File: src/rtl/rv32_pkg.sv
// Shared RV32i fetch types: instruction constants, fetch FSM states, buffer entry.
package rv32_pkg;

    localparam logic [31:0] RV_NOP      = 32'h0000_0013;
    localparam int          INSTR_BYTES = 4;

    typedef enum logic [1:0] {
        FETCH  = 2'd0,
        HALTED = 2'd1,
        ERR    = 2'd2
    } fetch_state_e;

    typedef struct packed {
        logic [31:0] pc;
        logic [31:0] instr;
    } fetch_entry_t;

endpackage

File: src/rtl/fetch_fifo.sv
// In-order {pc, instr} buffer between fetch and decode, with single-cycle flush.
module fetch_fifo
    import rv32_pkg::*;
#(
    parameter int DEPTH = 2
) (
    input  logic                       clk,
    input  logic                       rst,
    input  logic                       push_i,
    input  logic                       pop_i,
    input  logic                       flush_i,
    input  fetch_entry_t               wdata_i,
    output fetch_entry_t               rdata_o,
    output logic [$clog2(DEPTH+1)-1:0] count_o
);

    localparam int AW = $clog2(DEPTH);
    localparam int CW = $clog2(DEPTH+1);

    fetch_entry_t          mem_q [DEPTH];
    logic [AW-1:0]         wr_ptr_q, rd_ptr_q;
    logic [CW-1:0]         count_q, count_d;

    // Occupancy next-state; a simultaneous push and pop leaves it unchanged.
    always_comb begin
        count_d = count_q;
        if (flush_i)
            count_d = '0;
        else if (push_i && !pop_i)
            count_d = count_q + 1'b1;
        else if (!push_i && pop_i)
            count_d = count_q - 1'b1;
    end

    // Storage and pointers; flush drops every entry, including one popped this cycle.
    always_ff @(posedge clk or posedge rst) begin
        if (rst) begin
            for (int i = 0; i < DEPTH; i++) mem_q[i] <= '0;
            wr_ptr_q <= '0;
            rd_ptr_q <= '0;
            count_q  <= '0;
        end else begin
            count_q <= count_d;
            if (flush_i) begin
                wr_ptr_q <= '0;
                rd_ptr_q <= '0;
            end else begin
                if (push_i) begin
                    mem_q[wr_ptr_q] <= wdata_i;
                    wr_ptr_q        <= wr_ptr_q + 1'b1;
                end
                if (pop_i) rd_ptr_q <= rd_ptr_q + 1'b1;
            end
        end
    end

    assign rdata_o = mem_q[rd_ptr_q];
    assign count_o = count_q;

endmodule

File: src/rtl/fetch_ctrl.sv
// Instruction-fetch sequencer: owns the pc, feeds decode through a small buffer,
// and handles redirects, halting and misaligned redirect targets.
module fetch_ctrl
    import rv32_pkg::*;
#(
    parameter logic [31:0] RESET_PC = 32'h0000_0000,
    parameter int          DEPTH    = 2
) (
    input  logic        clk,
    input  logic        rst,
    output logic [31:0] imem_addr,
    input  logic [31:0] imem_instr,
    input  logic        redirect_valid,
    input  logic [31:0] redirect_pc,
    input  logic        halt_req,
    output logic        out_valid,
    input  logic        out_ready,
    output logic [31:0] out_instr,
    output logic [31:0] out_pc,
    output logic        misalign_err,
    output logic        busy
);

    localparam int CW = $clog2(DEPTH+1);

    fetch_state_e  state_q;
    logic [31:0]   pc_q;
    logic          misalign_q;

    logic [CW-1:0] count;
    logic          buf_empty, buf_full;
    logic          redir_act, redir_bad, push, pop;
    fetch_entry_t  wr_entry, head;

    assign buf_empty = (count == '0);
    assign buf_full  = (count == CW'(DEPTH));

    // Redirects are dead once in ERR; a target with low bits set is fatal.
    assign redir_act = redirect_valid && (state_q != ERR);
    assign redir_bad = redir_act && (redirect_pc[1:0] != 2'b00);

    assign pop  = out_valid && out_ready;
    assign push = (state_q == FETCH) && !halt_req && !redirect_valid &&
                  (!buf_full || pop);

    assign wr_entry = '{pc: pc_q, instr: imem_instr};

    fetch_fifo #(.DEPTH(DEPTH)) u_fifo (
        .clk     (clk),
        .rst     (rst),
        .push_i  (push),
        .pop_i   (pop),
        .flush_i (redir_act),
        .wdata_i (wr_entry),
        .rdata_o (head),
        .count_o (count)
    );

    // FSM, pc and sticky error; redirect outranks halt and a full buffer.
    always_ff @(posedge clk or posedge rst) begin
        if (rst) begin
            state_q    <= FETCH;
            pc_q       <= RESET_PC;
            misalign_q <= 1'b0;
        end else begin
            if (redir_bad) begin
                state_q    <= ERR;
                misalign_q <= 1'b1;
            end else if (redir_act) begin
                pc_q <= redirect_pc;
                if (state_q == HALTED && !halt_req) state_q <= FETCH;
            end else begin
                if (push) pc_q <= pc_q + 32'(INSTR_BYTES);
                case (state_q)
                    FETCH:   if (halt_req)  state_q <= HALTED;
                    HALTED:  if (!halt_req) state_q <= FETCH;
                    default: state_q <= state_q;
                endcase
            end
        end
    end

    assign imem_addr    = pc_q;
    assign out_valid    = !buf_empty && (state_q != ERR);
    assign out_instr    = head.instr;
    assign out_pc       = head.pc;
    assign misalign_err = misalign_q;
    assign busy         = (state_q == FETCH) || !buf_empty;

endmodule

File: config.mk
export PLATFORM = sky130hd
export DESIGN_NAME = fetch_ctrl
export DESIGN_NICKNAME = d
export VERILOG_FILES = /design/src/rtl/rv32_pkg.sv /design/src/rtl/fetch_fifo.sv /design/src/rtl/fetch_ctrl.sv
export SDC_FILE = /design/constraint.sdc
export NUM_CORES = 1
export LEC_CHECK = 0
export BUFFER_PORTS_ARGS = -buffer_cell sky130_fd_sc_hd__buf_2
export CAP_MARGIN = 10
export CORE_MARGIN = 3
export CORE_UTILIZATION = 57
export CTS_BUF_LIST = sky130_fd_sc_hd__clkbuf_8
export CTS_CLUSTER_SIZE = 25
export DETAILED_ROUTE_END_ITERATION = 8
export GPL_ROUTABILITY_DRIVEN = 0
export HOLD_SLACK_MARGIN = 0.03
export PLACE_DENSITY = 0.82
export SETUP_SLACK_MARGIN = 0.3
export SLEW_MARGIN = 5
export SYNTH_ARGS = -nofsm -noshare
export SYNTH_HDL_FRONTEND = slang
export SYNTH_HIERARCHICAL = 1
export SYNTH_SLANG_ARGS = --single-unit
File: constraint.sdc
create_clock -name clk -period 4.77 [get_ports clk]
set_clock_uncertainty 0.2 [all_clocks]
set_input_delay 0.477 -clock clk [delete_from_list [all_inputs] [get_ports clk]]
set_output_delay 0.477 -clock clk [all_outputs]
set_load 0.005 [all_outputs]
== Word level (Yosys, flattened, before mapping) ==
Index checks and enable logic that the tools add are counted.
Storage, ports and cells
  input port bits: 69
  register bits after elaboration: 167
  word-level logic and storage cells: 78
  output and inout port bits: 99
Operators by class
  magnitude comparators: 3
  eq/ne operators: 6
  muxes and demuxes: 21
  add/subtract/negate cells: 5
  bitwise operators: 4
  reduce and logical (&&, ||, !) cells: 29
Operators with widths (number)
  2-to-1 mux 64 bit: 4
  bitwise mux 128 bit: 1
  demux 64 bit (select 1 bit): 1
  2-to-1 mux 32 bit: 2
  adder 32 x 3 -> 32 bit (second input constant): 1
  2-to-1 mux 2 bit: 8
  logical AND 1 bit: 11
  != test 4 bit (second input constant): 2
  logical NOT 1 bit: 6
  nonzero test 2 bit: 3
  greater-or-equal comparator 2 bit (second input constant): 2
  logical NOT 2 bit: 2
  2-to-1 mux 1 bit: 4
  inverter 1 -> 2 bit: 2
  one-hot mux 2 bit (2 select lines): 1
  AND reduction 2 bit: 2
  AND reduction 4 bit: 1
  nonzero test 4 bit: 1
  != test 3 x 1 -> 1 bit (second input constant): 1
  nonzero test 3 bit: 1
  adder 1 bit (second input constant): 2
  adder 2 x 1 -> 2 bit (second input constant): 1
  equality test 2 x 1 -> 1 bit (second input constant): 1
  equality test 2 bit (second input constant): 1
  other kinds (5): 7

== Depth between registers and ports, before layout ==
  depth after elaboration: 11
  mapped depth: 8

== By module ==
Netlist, hierarchy kept.
By module, submodules not included
  fetch_fifo: area an instance 6039.5 um2, seq. area each 3303.2 um2, cells each 361, times used 1
  fetch_ctrl: area an instance 2189.6 um2, seq. area each 875.8 um2, cells each 266, times used 1

== Worst setup path after synthesis ==
OpenSTA, ideal clock, no wires.
  kind: input to register
  from: in redirect_valid
  to: reg u_fifo/mem_q[100] (netlist bit)
  slack: 2.506 ns
  required time: 4.445 ns
  stages on the path: 7
  setup time: 0.125 ns
  buffers on the path: 3
  arrival time: 1.939 ns
  cell sequence: nor4_1 > and2_1 > buf_2 > nor3b_2 > buf_6 > buf_12 > mux2_4
Between the ends
  cells in the longest elaborated chain, start to end: 4
  elaborated cells on any way between the ends: 6
  those cells by class: 1 x bitwise; 5 x reduce/logical
Ends and longest elaborated chain
  from (decl): RTL line fetch_ctrl.sv:13  | input logic redirect_valid,
  logical NOT 1 bit: RTL line fetch_ctrl.sv:43  | assign push = (state_q == FETCH) && !halt_req && !redirect_valid &&
  logical AND 1 bit (2 in a row): RTL line fetch_ctrl.sv:43
  net push: RTL line fetch_ctrl.sv:32  | logic redir_act, redir_bad, push, pop;
  AND reduction 2 bit (no line)
  to (signal, indexed assignment): RTL line fetch_fifo.sv:49  | mem_q[wr_ptr_q] <= wdata_i;
  to (decl): RTL line fetch_fifo.sv:20  | fetch_entry_t mem_q [DEPTH];
The timed path passes the listed nets, and every way through them passes these cells.
A chain may end at the register's enable or synchronous reset.

== Worst setup path after layout ==
  from: reg state_q[1]
  to: reg u_fifo/mem_q[25] (netlist bit)
Between the ends
  cells in the longest elaborated chain, start to end: 6
  elaborated cells on any way between the ends: 11
  those cells by class: 1 x eq/ne; 1 x bitwise; 9 x reduce/logical
Ends and longest elaborated chain
  from (decl): RTL line fetch_ctrl.sv:26  | fetch_state_e state_q;
  from (signal assigned): RTL line fetch_ctrl.sv:77  | default: state_q <= state_q;
  != test 2 bit: RTL line fetch_ctrl.sv:39, fetch_ctrl.sv:84
  logical AND 1 bit: RTL line fetch_ctrl.sv:84  | assign out_valid = !buf_empty && (state_q != ERR);
  logical AND 1 bit: RTL line fetch_ctrl.sv:42  | assign pop = out_valid && out_ready;
  logical OR 1 bit: RTL line fetch_ctrl.sv:44  | (!buf_full || pop);
  logical AND 1 bit: RTL line fetch_ctrl.sv:43
  AND reduction 2 bit (no line) *
Mark *: on every way between the ends. The rest lies on a longest branch, timed or not.

==> qor.csv <==
metric,value,unit
die span in y,126,um
Post-Syn Instances,627,
H-tree depth,4,
RSZ-0062 raised after global routing,false,
Internal Power,2.31,mW
DRT antenna net count,0,
port bufs,167,
Pre-antenna DRT Iters,5,
DP Wirelength,12500,um
Leak,4.76,nW
fraction of layout cells with a size suffix above 1,0.515,
CTS Hold Buffers Added,1,
final setup violation count,0,
full die area,15900,um2
post-synthesis sequential area ratio,0.508,
Final period util,0.685,
Initial DRC Count,552,
num rows,43,
initial antenna violation count,1,
total CTS buffers,17,
Logic pwr share,0.169,
Max Fclk,306,MHz
max_cap viols,0,
Sw Share,0.275,
Worst Hold Launch,imem_instr[16],
final hold viol count,0,
worst min path class,in -> reg,
hold slack,0.0665,ns
Die X,126,um
syn_nets,697,
# placed instances,945,
n_diodes,0,
Skew-Pair Late Insertion Delay,0.45,ns
Total Routed Length,18500,um
worst r2r src,state_q[1]$_DFFE_PP0P_,
Critical Path End Type,register,
WL per Instance,19.0,um
vias,5711,
Switching Power,0.875,mW
Synth async-reset ratio,1.00,
vias in the first global route,5995,
Final Max Tran Viols,0,
#FFs+latches synth,167,
min Tclk post-route,3.27,ns
VDD IR-drop max,0.000296,V
Area contributors post-synth,"dfrtp_1, mux2_2, mux2_4, a21oi_1, buf_12",
Fill cells,1012,
Pwr Density,336,nW/um2
status,finished clean,
clock-pin slew on the worst setup and hold paths,0.09,ns
Mapped Area,8230,um2
Post-synth EDFFs,0,
clock share of power,0.302,
total track usage,0.241,
Main synth FF type,dfrtp_1,
Crit path required time,4.91,ns
relative slew slack,0.199,
Mean Syn Cell Area,13.1,um2
CP Data Arrival Time,3.40,ns
CTS root buf,clkbuf_8,
Remaining DRCs,0,
GR Overflow Total,0,
startpoint class of the critical path,register,
WS Path Type,reg -> reg,
TritonCTS clock tree,done,
actual slew at the worst max-slew pin,1.20,ns
Yosys top cell by area,dfrtp_1,
CORE AREA,14000,um2
starting density of the core,0.588,
Reg power frac,0.529,
largest net degree at the start of global routing,80,
post-CTS setup buffer count,0,
distinct cell type count after synthesis,58,
area share of the largest cell type after synthesis,0.508,
global-route wire length before repair,30900,um
Setup crit start,state_q[1]$_DFFE_PP0P_,
Resize count post-CTS,0,
CTS sink cnt,167,
Clock Path Buffers,2,
Ports,168,
CP max FO,50,
Final TNS setup,0,ns
nets,855,
post-DR vias/cell,5.85,
area growth from synthesis to layout,15.0,%
fin cells,976,
Yosys warning count,6,
## synth_stat cells, types with 4 or more instances
cell type,instances
a21oi_1,24
a2bb2oi_1,9
and2_1,7
and3_1,4
buf_12,6
buf_2,14
buf_6,7
clkbuf_1,9
dfrtp_1,167
inv_1,5
mux2_2,132
mux2_4,60
nand2_1,23
nand2b_1,4
nand3_1,17
nand4_1,8
nor2_1,29
nor3_1,12
nor4_1,5
o21ai_0,11
o21ai_1,10
o22ai_1,11
or3_1,6
## power groups by stage
stage,Sequential (mW),Clock (mW),Combinational (mW)
2_1_floorplan,1.62,0,0.390
3_3_place_gp,1.70,0,0.523
3_5_place_dp,1.71,0,0.537
4_1_cts,1.69,0.985,0.544
5_1_grt,1.71,1.04,0.586
6_report,1.69,0.962,0.537
## state kept, by name, summed over array words and instances (netlist names)
signal / count
imem_addr: 32
misalign_err: 1
state_q: 2
u_fifo/count_o: 2
u_fifo/mem_q: 128
u_fifo/rd_ptr_q: 1
u_fifo/wr_ptr_q: 1
## path summary, 6_finish.rpt
| kind | endpoint | slack (ns) | cells past startpoint |
|---|---|---|---|
| max reg2reg | u_fifo/mem_q[25]$_DFFE_PP0P_ | 1.50 | 5 |
| min | u_fifo/mem_q[16]$_DFFE_PP0P_ | 0.07 | 2 |
| min reg2reg | misalign_err$_DFFE_PP0P_ | 0.29 | 1 |
| max in group asynchronous | u_fifo/mem_q[12]$_DFFE_PP0P_ | 2.72 | 4 |
| min in group asynchronous | u_fifo/mem_q[59]$_DFFE_PP0P_ | 0.51 | 3 |
| max | u_fifo/mem_q[25]$_DFFE_PP0P_ | 1.50 | 5 |
## metal layers
metal	vias to the layer above	routed length, um	track usage	part of all wire
met4	2	413	0.0890	0.022
met1	2833	7930	0.323	0.43
li1	2615	-	-	-
met3	35	1150	0.0611	0.062
met5	-	14	0	0.00075
met2	226	9030	0.383	0.49
## cell usage in the layout (no fill, tap or decap), types with 3 or more instances in the layout
cell        instances
buf_2             167
dfrtp_1           166
mux2_2            132
mux2_4             60
nor2_1             29
a21oi_1            24
nand2_1            22
clkbuf_8           22
nand3_1            17
nor3_1             12
o21ai_0            11
o22ai_1            11
o21ai_1            10
a2bb2oi_1           9
nand4_1             8
buf_4               8
and2_1              7
or3_1               6
inv_1               6
nor4_1              5
nand2b_1            4
and3_1              4
and4_1              3
a211oi_1            3
a31oi_1             3
a22oi_1             3
clkinvlp_4          3
## cell type report
type | instances | area, um2 | share of cell area
Timing Repair Buffer | 177 | 926 | 0.0978
Multi-Input combinational cell | 416 | 3730 | 0.394
Clock inverter | 8 | 73.8 | 0.00780
Sequential cell | 167 | 4180 | 0.442
Tap cell | 180 | 225 | 0.0238
Clock buffer | 22 | 303 | 0.0320
Inverter | 6 | 27.5 | 0.00291
## per-stage QoR
stage / setup slack, ns / area [um2] / power [mW] / util
final: 1.50 / 9470 / 3.18 / 0.677
after global placement: 1.53 / 9080 / 2.22 / 0.649
after global routing: 1.32 / 9470 / 3.34 / 0.677
after detailed placement: 1.41 / 9080 / 2.25 / 0.649
after floorplan: 0.567 / 8230 / 2.01 / -
after CTS: 1.53 / 9470 / 3.22 / 0.677
## cell families after synthesis
family	Yosys count	share of synthesized area
compound gates	89	0.0699
buf+inv	44	0.0409
fa+ha+maj	1	0.00152
xor+xnor	3	0.00319
simple gates	130	0.0853
flops	167	0.508
mux	193	0.291
## critical path, cell delays in order, from the launching register on
cell and delay, ns:
dfrtp_1 0.43, nor4_1 0.45, and2_1 0.50, nand3b_1 0.75, buf_12 0.47, mux2_2 0.32
Note: power is estimated with default switching activity, not from simulation.
